<file path="config.mk">
export PLATFORM = sky130hd
export DESIGN_NAME = bram_port_initiator_flat
export DESIGN_NICKNAME = d
export VERILOG_FILES = /design/src/rtl/bram_if_pkg.sv /design/src/rtl/bram_port_initiator_if.sv /design/src/rtl/bram_rsp_fifo.sv /design/src/rtl/bram_port_initiator.sv /design/src/flat_wrapper.sv
export SDC_FILE = /design/constraint.sdc
export NUM_CORES = 1
export LEC_CHECK = 0
export BUFFER_PORTS_ARGS = -buffer_cell sky130_fd_sc_hd__clkbuf_2
export CAP_MARGIN = 20
export CORE_UTILIZATION = 46
export DETAILED_ROUTE_END_ITERATION = 10
export HOLD_SLACK_MARGIN = 0.02
export PLACE_DENSITY = 0.8
export SYNTH_ARGS = -nofsm -noshare
export SYNTH_HDL_FRONTEND = slang
export SYNTH_HIERARCHICAL = 1
export SYNTH_SLANG_ARGS = --single-unit
</file>
<file path="constraint.sdc">
create_clock -name clka -period 2.9 [get_ports clka]
set_clock_uncertainty 0.15 [all_clocks]
set_input_delay 0 -clock clka [delete_from_list [all_inputs] [get_ports clka]]
set_output_delay 0 -clock clka [all_outputs]
set_load 0.02 [all_outputs]
</file>
<file path="src/rtl/bram_if_pkg.sv">
// Shared defaults and helpers for the block-RAM port initiator slice.
// Holds word geometry, the two supported read latencies and the credit-width rule.
package bram_if_pkg;

    localparam int NB_COL_DEF    = 4;
    localparam int COL_WIDTH_DEF = 8;
    localparam int W_DEF         = NB_COL_DEF * COL_WIDTH_DEF;
    localparam int ADDR_W_DEF    = 11;
    localparam int RSP_DEPTH_DEF = 4;

    localparam int LAT_LOW  = 1;
    localparam int LAT_HIGH = 2;

    function automatic int credit_width(input int depth);
        return $clog2(depth + 1);
    endfunction

endpackage

</file>
<file path="src/rtl/bram_port_initiator_if.sv">
// CPU-side request/response channels of the block-RAM port initiator.
// The master modport is the requester; the slave modport is the initiator itself.
interface bram_port_initiator_if
    import bram_if_pkg::*;
#(
    parameter int NB_COL    = NB_COL_DEF,
    parameter int COL_WIDTH = COL_WIDTH_DEF,
    parameter int ADDR_W    = ADDR_W_DEF
) ();

    localparam int W = NB_COL * COL_WIDTH;

    logic              req_valid;
    logic              req_ready;
    logic [NB_COL-1:0] req_we;
    logic [ADDR_W-1:0] req_addr;
    logic [W-1:0]      req_wdata;
    logic              rsp_valid;
    logic              rsp_ready;
    logic [W-1:0]      rsp_rdata;

    modport master (
        output req_valid, req_we, req_addr, req_wdata, rsp_ready,
        input  req_ready, rsp_valid, rsp_rdata
    );

    modport slave (
        input  req_valid, req_we, req_addr, req_wdata, rsp_ready,
        output req_ready, rsp_valid, rsp_rdata
    );

endinterface

</file>
<file path="src/rtl/bram_rsp_fifo.sv">
// Synchronous response FIFO with registered storage and an occupancy count.
// A pop on an empty FIFO is ignored; push and pop together keep the count steady.
module bram_rsp_fifo
    import bram_if_pkg::*;
#(
    parameter int DEPTH = RSP_DEPTH_DEF,
    parameter int WIDTH = W_DEF
) (
    input  logic                       clka,
    input  logic                       rstb,
    input  logic                       push,
    input  logic [WIDTH-1:0]           din,
    input  logic                       pop,
    output logic [WIDTH-1:0]           dout,
    output logic                       valid,
    output logic [$clog2(DEPTH+1)-1:0] count
);

    localparam int AW  = (DEPTH > 1) ? $clog2(DEPTH) : 1;
    localparam int CNW = $clog2(DEPTH + 1);

    logic [WIDTH-1:0] mem [DEPTH];
    logic [AW-1:0]    wptr;
    logic [AW-1:0]    rptr;
    logic             full;
    logic             do_push;
    logic             do_pop;

    function automatic logic [AW-1:0] bump(input logic [AW-1:0] p);
        return (p == AW'(DEPTH - 1)) ? '0 : p + 1'b1;
    endfunction

    assign full    = (count == CNW'(DEPTH));
    assign valid   = (count != '0);
    assign do_pop  = pop && valid;
    assign do_push = push && (!full || do_pop);
    assign dout    = mem[rptr];

    always_ff @(posedge clka) begin
        if (do_push) mem[wptr] <= din;
    end

    always_ff @(posedge clka) begin
        if (rstb) begin
            wptr  <= '0;
            rptr  <= '0;
            count <= '0;
        end else begin
            if (do_push) wptr <= bump(wptr);
            if (do_pop)  rptr <= bump(rptr);
            count <= count + CNW'(do_push) - CNW'(do_pop);
            assert (!(push && full && !do_pop));
        end
    end

endmodule

</file>
<file path="src/rtl/bram_port_initiator.sv">
// Requester-side front end for one byte-write block-RAM port: issues requests,
// follows the fixed read latency and returns read data under credit flow control.
module bram_port_initiator
    import bram_if_pkg::*;
#(
    parameter int NB_COL       = NB_COL_DEF,
    parameter int COL_WIDTH    = COL_WIDTH_DEF,
    parameter int ADDR_W       = ADDR_W_DEF,
    parameter int READ_LATENCY = LAT_LOW,
    parameter int RSP_DEPTH    = RSP_DEPTH_DEF
) (
    input  logic                          clka,
    input  logic                          rstb,
    bram_port_initiator_if.slave          cpu,
    output logic                          mem_en,
    output logic [NB_COL-1:0]             mem_we,
    output logic [ADDR_W-1:0]             mem_addr,
    output logic [NB_COL*COL_WIDTH-1:0]   mem_din,
    output logic                          mem_regce,
    output logic                          mem_rst,
    input  logic [NB_COL*COL_WIDTH-1:0]   mem_dout,
    output logic                          busy
);

    localparam int W   = NB_COL * COL_WIDTH;
    localparam int CW  = credit_width(RSP_DEPTH);
    localparam int FCW = $clog2(RSP_DEPTH + 1);

    generate
        if (READ_LATENCY != LAT_LOW && READ_LATENCY != LAT_HIGH) begin : g_bad_latency
            $error("bram_port_initiator: READ_LATENCY must be 1 or 2");
        end
    endgenerate

    logic [CW-1:0]           credits;
    logic [READ_LATENCY-1:0] pipe;
    logic [FCW-1:0]          fifo_count;
    logic                    is_read;
    logic                    accept;
    logic                    read_accept;
    logic                    pop;
    logic                    push;
    int                      in_flight;

    // Writes bypass the credit check because they never produce a response.
    assign is_read       = (cpu.req_we == '0);
    assign cpu.req_ready = !rstb && ((credits != '0) || !is_read);
    assign accept        = cpu.req_valid && cpu.req_ready;
    assign read_accept   = accept && is_read;
    assign pop           = cpu.rsp_valid && cpu.rsp_ready;
    assign push          = pipe[READ_LATENCY-1];

    assign mem_en    = accept;
    assign mem_we    = accept ? cpu.req_we : '0;
    assign mem_addr  = cpu.req_addr;
    assign mem_din   = cpu.req_wdata;
    assign mem_regce = !rstb;
    assign mem_rst   = rstb;

    assign busy = (pipe != '0) || (fifo_count != '0);

    always_comb begin
        in_flight = 0;
        for (int i = 0; i < READ_LATENCY; i++) begin
            if (pipe[i]) in_flight++;
        end
    end

    always_ff @(posedge clka) begin
        if (rstb) begin
            pipe <= '0;
        end else begin
            pipe[0] <= read_accept;
            for (int i = 1; i < READ_LATENCY; i++) pipe[i] <= pipe[i-1];
        end
    end

    // Every credit is either free, riding the read pipe, or parked in the FIFO.
    always_ff @(posedge clka) begin
        if (rstb) begin
            credits <= CW'(RSP_DEPTH);
        end else begin
            credits <= credits - CW'(read_accept) + CW'(pop);
            assert (int'(credits) + in_flight + int'(fifo_count) == RSP_DEPTH);
        end
    end

    bram_rsp_fifo #(
        .DEPTH (RSP_DEPTH),
        .WIDTH (W)
    ) u_rsp_fifo (
        .clka  (clka),
        .rstb  (rstb),
        .push  (push),
        .din   (mem_dout),
        .pop   (pop),
        .dout  (cpu.rsp_rdata),
        .valid (cpu.rsp_valid),
        .count (fifo_count)
    );

endmodule

</file>
<file path="src/flat_wrapper.sv">
// flat-port wrapper written by rule: the top's interface ports become plain ports
module bram_port_initiator_flat import bram_if_pkg::*;
#(
    parameter int NB_COL       = NB_COL_DEF,
    parameter int COL_WIDTH    = COL_WIDTH_DEF,
    parameter int ADDR_W       = ADDR_W_DEF,
    parameter int READ_LATENCY = LAT_LOW,
    parameter int RSP_DEPTH    = RSP_DEPTH_DEF
)
  (clka, rstb, mem_en, mem_we, mem_addr, mem_din, mem_regce, mem_rst, mem_dout, busy, cpu_req_valid, cpu_req_we, cpu_req_addr, cpu_req_wdata, cpu_rsp_ready, cpu_req_ready, cpu_rsp_valid, cpu_rsp_rdata);
  bram_port_initiator_if #(.NB_COL(NB_COL), .COL_WIDTH(COL_WIDTH), .ADDR_W(ADDR_W)) cpu_i ();
  input  logic clka;
  input  logic rstb;
  output logic mem_en;
  output logic [NB_COL-1:0] mem_we;
  output logic [ADDR_W-1:0] mem_addr;
  output logic [NB_COL*COL_WIDTH-1:0] mem_din;
  output logic mem_regce;
  output logic mem_rst;
  input  logic [NB_COL*COL_WIDTH-1:0] mem_dout;
  output logic busy;
  input wire logic [$bits(cpu_i.req_valid)-1:0] cpu_req_valid;
  input wire logic [$bits(cpu_i.req_we)-1:0] cpu_req_we;
  input wire logic [$bits(cpu_i.req_addr)-1:0] cpu_req_addr;
  input wire logic [$bits(cpu_i.req_wdata)-1:0] cpu_req_wdata;
  input wire logic [$bits(cpu_i.rsp_ready)-1:0] cpu_rsp_ready;
  output wire logic [$bits(cpu_i.req_ready)-1:0] cpu_req_ready;
  output wire logic [$bits(cpu_i.rsp_valid)-1:0] cpu_rsp_valid;
  output wire logic [$bits(cpu_i.rsp_rdata)-1:0] cpu_rsp_rdata;
  assign cpu_i.req_valid = cpu_req_valid;
  assign cpu_i.req_we = cpu_req_we;
  assign cpu_i.req_addr = cpu_req_addr;
  assign cpu_i.req_wdata = cpu_req_wdata;
  assign cpu_i.rsp_ready = cpu_rsp_ready;
  assign cpu_req_ready = cpu_i.req_ready;
  assign cpu_rsp_valid = cpu_i.rsp_valid;
  assign cpu_rsp_rdata = cpu_i.rsp_rdata;
  bram_port_initiator #(.NB_COL(NB_COL), .COL_WIDTH(COL_WIDTH), .ADDR_W(ADDR_W), .READ_LATENCY(READ_LATENCY), .RSP_DEPTH(RSP_DEPTH)) u_core (.clka(clka), .rstb(rstb), .cpu(cpu_i), .mem_en(mem_en), .mem_we(mem_we), .mem_addr(mem_addr), .mem_din(mem_din), .mem_regce(mem_regce), .mem_rst(mem_rst), .mem_dout(mem_dout), .busy(busy));
endmodule
</file>
==> reports/results.ini, run 1 <==
[setup_path]
startpoint_type = register
r2r_start = u_core/u_rsp_fifo/count[2]
r2r_setup_slack_ns = -0.04
cp_max_fo = 2
critPathKind = register to register
cp-end-kind = register
reg2reg_to = u_core/u_rsp_fifo/count[2]
arrival_ns = 3.11
reg2regPathDepth = 14
cp.required_ns = 3.08

[power]
p_total_mw = 4.65
p_leak_nw = 2.74
power_density_nw_per_um2 = 621
peakVddDrop_v = 0.000309

[logic_synthesis]
synth-main-ff-cell = edfxtp_1
seq_area_frac_synth_pct = 72.0
avgSynthCellArea_um2 = 19.8
async_flop_share_pct = 0
synthCells = 288
ys_top_cells_by_area = edfxtp_1 67%, mux4_2 13%, buf_4 5.8%
synth.ff_latch_count = 141
synthesis.area_um2 = 5700
ys_warn_count = 6
synth_edf_count = 128
yosysTopAreaCellShare_pct = 67.5
synth_fp_nets = 382
synth_top_area_cell = edfxtp_1
synth_cell_types = 33

[sta]
finalHoldViolCount = 0
slew_viol_final = 0
finalSetupTns_ns = -0.0350
fmax_mhz = 341
rsz0062_at_grt = true
fin_crit_sh_pct = 101
fin_ws_ns = -0.0350
setup_viol = 1
slew_headroom_pct = 40.8
tightest_slew_ns = 0.888
period_minus_slack_ns = 2.94

[cts]
cts_tree = yes
cts_root_buf = clkbuf_16
cts.sinks = 141
cts_buffer_depth = 2
htree_levels = 4
clk_pin_slew_ns = 0.07
clock_latency_ns = 0.41
cts_buffers = 17

[routing]
vias = 3030
viasPerCell = 4.99
wirelength_um = 10800
post_drt_wl_per_cell_um = 17.8
drt_iter0_drc = 314
firstDrtPassIters = 4
drc = 0
drt.antenna.violating_nets = 0

[finish]
drive_gt1_share_pct = 38.7
nFillCells = 850
area_growth_pct = 31.4
fin_nets = 520
stdcell_count = 607
utilization_pct = 62.1
diodes = 0

[global_route]
gr-usage-all-layers_pct = 17.8
grt_pass1_wl_um = 16400
antenna_found_initial = 0
grt_pass1_vias = 3138
grt.overflow.total = 0
grt_max_degree = 33

[min_path]
min-delay-start = mem_dout[13]
holdPathStages = 2
holdPathEnd = u_core/u_rsp_fifo/mem[0][13]
min_path_type = primary input to register

[run]
drv_cap = 0

[place]
gp_congestion = 0.693
preCtsSetupSlack_ns = -0.0643
io_buffers = 81
hpwlAfterDp_um = 6070
dp.cells = 492

[status]
status = finished, violations left
violations = negative setup slack

[floorplanning]
io_pins = 168
start_util_pct = 47.2
dieArea_um2 = 12800
die_y_um = 113
core_area_um2 = 12100
dieWidth_um = 113
rows = 40

-- layer usage --
layer | up-vias | wire length (um) | part of all wire (%) | track usage, %
met5 | - | 0 | 0 | 0
met4 | 0 | 14 | 0.13 | 5.70
met3 | 4 | 905 | 8.4 | 5.57
met2 | 176 | 5720 | 53 | 31.0
met1 | 1488 | 4170 | 39 | 21.1
li1 | 1362 | - | - | -
-- timing repair --
action                                  CTS  global route
gates resized for setup                   1             0
pin swaps                                 7             4
endpoints found under the setup margin    1             1
hold buffers                             82             0
gates cloned                              0             0
buffers inserted                          1             0
hold endpoints to repair                184             0
-- kinds of logic (layout without fill, tap and decap cells) --
logic type / Yosys count / after routing / share of synthesized area [%]
AOI/OAI and AO/OA: 6 / 6 / 0.878
DFF: 141 / 141 / 72.0
muxes: 33 / 33 / 12.8
and+or+nand+nor: 32 / 32 / 3.89
xor gates and xnor gates: 2 / 2 / 0.571
buffers and inverters: 63 / 214 / 7.14
adders and majority gates: 11 / 11 / 2.68
-- through the flow --
stage | instance area, um2 | hold WS [ns]
after global placement | 6050 | -0.150
after floorplan | 5730 | -0.0784
final | 7490 | 0.194
after global routing | 7490 | 0.190
after detailed placement | 6050 | -0.150
after CTS | 7490 | 0.190
-- flip-flops by register name, summed over array words and instances (netlist names), named ones only --
register                 flops
u_core/credits               3
u_core/pipe                  1
u_core/u_rsp_fifo/count      3
u_core/u_rsp_fifo/mem      128
u_core/u_rsp_fifo/rptr       2
u_core/u_rsp_fifo/wptr       2
-- worst max-delay path: stages (launching register included) --
cell	delay [ns]
dfxtp_2	0.32
or3_4	0.40
nand2_4	0.07
inv_2	0.04
or4b_4	0.47
and2_4	0.16
inv_2	0.06
ha_4	0.19
inv_2	0.06
ha_4	0.11
inv_2	0.03
fa_2	0.32
xor2_1	0.16
and2_1	0.16
nor3_1	0.16
-- synth_stat cells (all sizes together) (2+ instances only) --
cell type / number
a21oi: 2
and2: 6
and3: 4
and3b: 2
buf: 49
clkbuf: 3
dfxtp: 13
edfxtp: 128
fa: 2
ha: 9
inv: 11
mux4: 32
nand2: 3
nor2: 3
nor2b: 4
nor3: 3
o31ai: 3
or3: 2
-- cells in the final DEF (no fill, tap or decap), types with 3 or more instances in the layout --
| cell | netlist | layout |
|---|---|---|
| nor2b_1 | 4 | 4 |
| ha_1 | 9 | 7 |
| dfxtp_1 | 13 | 9 |
| inv_2 | 0 | 4 |
| buf_4 | 44 | 7 |
| clkbuf_2 | 0 | 81 |
| nor3_1 | 3 | 3 |
| clkinv_1 | 0 | 5 |
| clkbuf_16 | 0 | 17 |
| dfxtp_2 | 0 | 4 |
| mux4_2 | 32 | 32 |
| inv_1 | 11 | 7 |
| dlygate4sd3_1 | 0 | 82 |
| and3_2 | 4 | 4 |
| and2_1 | 4 | 4 |
| edfxtp_1 | 128 | 128 |
| bufinv_16 | 0 | 4 |
| nor2_1 | 3 | 3 |
-- how the worst max path moves through the flow --
stage | start | end | slack [ns]
floorplan | u_core/u_rsp_fifo/count[2] | u_core/u_rsp_fifo/count[2] | -0.09
global placement | u_core/u_rsp_fifo/count[2] | u_core/u_rsp_fifo/count[2] | 0.02
detailed placement | u_core/u_rsp_fifo/count[2] | u_core/u_rsp_fifo/count[2] | -0.06
CTS | u_core/u_rsp_fifo/count[0] | u_core/u_rsp_fifo/count[2] | -0.03
global route | u_core/u_rsp_fifo/count[2] | u_core/u_rsp_fifo/count[2] | -0.11
finish | u_core/u_rsp_fifo/count[2] | u_core/u_rsp_fifo/count[2] | -0.04
-- layout make-up --
cell class                 count  area, um2  area share, %
clock inverter                14        174           2.32
sequential                   141       4110           54.9
inverter                      11       41.3          0.551
tap                          168        210           2.81
multi-input combinational     84       1230           16.4
timing repair buffer         171       1300           17.3
clock buffer                  18        429           5.73
-- report_power, final --
part,internal (mW),leakage (nW),total (mW),switching [mW]
sequential,2.22,1.26,2.22,0.00225
clock,1.42,0.292,2.21,0.785
combinational,0.108,1.19,0.222,0.114
(Power assumes the default switching activity.)
==> inputs of run 2 (changes only) <==
--- a/config.mk
+++ b/config.mk
@@ -7,7 +7,9 @@
 export LEC_CHECK = 0
 export BUFFER_PORTS_ARGS = -buffer_cell sky130_fd_sc_hd__clkbuf_2
 export CAP_MARGIN = 20
-export CORE_UTILIZATION = 46
+export CELL_PAD_IN_SITES_DETAIL_PLACEMENT = 2
+export CELL_PAD_IN_SITES_GLOBAL_PLACEMENT = 2
+export CORE_UTILIZATION = 33
 export DETAILED_ROUTE_END_ITERATION = 10
 export HOLD_SLACK_MARGIN = 0.02
 export PLACE_DENSITY = 0.8
==> run 2 against run 1 <==
  * The flow still finishes with violations (negative setup slack)
  * Die area grew 39%
  * Design area rose by 0.58%
  * Worst hold slack improved by 0.0065 ns
  * Routed wire length up 26%
  * Non-clock buffer count up 1
  * Register-to-register slack barely moved
  * Global-route usage decreased by 1.3 points
  * Fmax about the same
  * Critical path depth unchanged
  * Critical path type unchanged
  * Largest cell class unchanged
==> reports/results.ini, run 2 (same netlist as run 1, synthesis figures left out) <==
[min_path]
min_path_type = primary input to register  ; unchanged
holdPathStages = 2  ; unchanged

[floorplanning]
start_util_pct = 34.1  ; was 47.2%
io_pins = 168  ; unchanged
die_y_um = 133  ; was 113 um
rows = 47  ; was 40
core_area_um2 = 16700  ; was 12,100 um2
dieWidth_um = 133  ; was 113 um
dieArea_um2 = 17800  ; was 12,800 um2

[routing]
drt_iter0_drc = 153  ; was 314
drt.antenna.violating_nets = 0  ; unchanged
vias = 3114  ; was 3,030
viasPerCell = 4.73  ; was 4.99
wirelength_um = 13600  ; was 10,800 um
firstDrtPassIters = 4  ; unchanged
drc = 0  ; unchanged
post_drt_wl_per_cell_um = 20.6  ; was 17.8 um

[setup_path]
cp_common_cell = inv_2  ; unchanged
critPathBufInv = 4  ; unchanged
path_depth = 14  ; unchanged
cp_max_fo = 2  ; unchanged
startpoint_type = register  ; unchanged
reg2regPathDepth = 14  ; unchanged
slowest_stage = or4b_4  ; unchanged
arrival_ns = 3.12  ; was 3.11 ns
cp.required_ns = 3.09  ; was 3.08 ns
crit_chain = or3_4 > nand2_4 > inv_2 > or4b_4 > and2_4 > inv_2 > ha_4 > inv_4 > ha_4 > inv_2 > fa_2 > xor2_2 > and2_1 > nor3_1  ; was or3_4 > nand2_4 > inv_2 > or4b_4 > and2_4 > inv_2 > ha_4 > inv_2 > ha_4 > inv_2 > fa_2 > xor2_1 > and2_1 > nor3_1
slowest_delay_ns = 0.51  ; was 0.47 ns
crit_family = simple AND/OR/NAND/NOR gates  ; unchanged
cp-end-kind = register  ; unchanged
critPathKind = register to register  ; unchanged

[global_route]
grt_pass1_wl_um = 20800  ; was 16,400 um
grt_max_degree = 33  ; unchanged
antenna_found_initial = 0  ; unchanged
grt_pass1_vias = 3591  ; was 3,138
gr-usage-all-layers_pct = 16.5  ; was 17.8%
grt.overflow.total = 0  ; unchanged

[finish]
diodes = 0  ; unchanged
nFillCells = 1579  ; was 850
area_growth_pct = 32.2  ; was 31.4%
drive_gt1_share_pct = 40.3  ; was 38.7%
largestRegisters = u_core/u_rsp_fifo/mem x128, u_core/credits x3, u_core/u_rsp_fifo/count x3  ; unchanged
largest_reg_flops = 128  ; unchanged
regMostFlops = u_core/u_rsp_fifo/mem  ; unchanged
layout_commonest_cell = edfxtp_1  ; unchanged
fin_nets = 521  ; was 520
design_area_um2 = 7530  ; was 7490 um2
final_cell_mix = 128 x edfxtp_1, 82 x dlygate4sd3_1, 81 x clkbuf_2  ; unchanged

[power]
power_density_nw_per_um2 = 606  ; was 621 nW/um2
p_total_mw = 4.56  ; was 4.65 mW
p_leak_nw = 2.73  ; was 2.74 nW
peakVddDrop_v = 0.000441  ; was 0.000309 V

[run]
drv_cap = 0  ; unchanged

[status]
status = finished, violations left  ; unchanged
violations = negative setup slack  ; unchanged

[sta]
holdWs_ns = 0.201  ; was 0.194 ns
fmax_mhz = 341  ; about the same
finalHoldViolCount = 0  ; unchanged
slew_headroom_pct = 38.0  ; was 40.8%
period_minus_slack_ns = 2.94  ; about the same
fin_ws_ns = -0.0357  ; was -0.0350 ns
setup_viol = 1  ; unchanged
slew_viol_final = 0  ; unchanged
tightest_slew_ns = 0.930  ; was 0.888 ns
rsz0062_at_grt = true  ; unchanged
fin_crit_sh_pct = 101  ; about the same

[cts]
htree_levels = 4  ; unchanged
cts_buffers = 17  ; unchanged
clock_latency_ns = 0.42  ; was 0.41 ns
cts_root_buf = clkbuf_16  ; unchanged
cts_buffer_depth = 2  ; unchanged
clk_pin_slew_ns = 0.06  ; was 0.07 ns
cts.sinks = 141  ; unchanged
cts_tree = yes  ; unchanged

[place]
gp_congestion = 0.679  ; was 0.693
preCtsSetupSlack_ns = -0.0858  ; was -0.0643 ns
place_area_um2 = 6110  ; was 6050 um2
io_buffers = 81  ; unchanged
hpwlAfterDp_um = 8610  ; was 6070 um

run 2: where the power goes:
part | leakage, nW | switching (mW) | internal [mW]
logic | 1.20 | 0.121 | 0.109
clock network | 0.277 | 0.846 | 1.26
registers | 1.26 | 0.00267 | 2.22
total | 2.73 | 0.970 | 3.59
run 2: path summary, 6_finish.rpt:
kind | end | slack (ns) | from
worst max-delay path | u_core/u_rsp_fifo/count[2] | -0.04 | u_core/u_rsp_fifo/count[2]
worst max register to register | u_core/u_rsp_fifo/count[2] | -0.04 | u_core/u_rsp_fifo/count[2]
worst min register to register | register | 0.39 | u_core/u_rsp_fifo/rptr[0]
worst min-delay path | u_core/u_rsp_fifo/mem[3][9] | 0.20 | mem_dout[9]
run 2: through the flow:
stage	cells	util [%]	TNS (ns)
4_1_cts	659	45.0	-0.0593
6_report	659	45.1	-0.0357
3_5_place_dp	545	36.6	-0.0858
3_3_place_gp	545	36.6	0
2_1_floorplan	288	-	-0.0857
5_1_grt	659	45.1	-0.130
run 2: routing by layer:
layer	track usage, %	part of all wire [%]	vias to the layer above
li1	-	-	1365
met4	5.11	0.99	0
met2	30.6	56	126
met5	0	0	-
met1	17.6	38	1609
met3	5.37	5.4	14
run 2: layout make-up:
cell class                 instances  area, um2  share of cell area (%)
sequential                       141       4110                    54.6
clock buffer                      18        429                    5.70
clock inverter                    13        143                    1.89
timing repair buffer             172       1290                    17.2
tap                              220        275                    3.65
inverter                          11       43.8                   0.581
multi-input combinational         84       1240                    16.4
run 2: repair_timing:
item,in CTS,in global routing
setup endpoints to repair,1,2
buffers inserted,1,0
pin swaps,3,0
hold buffers,82,0
hold endpoints to repair,184,0
gates resized for setup,2,2
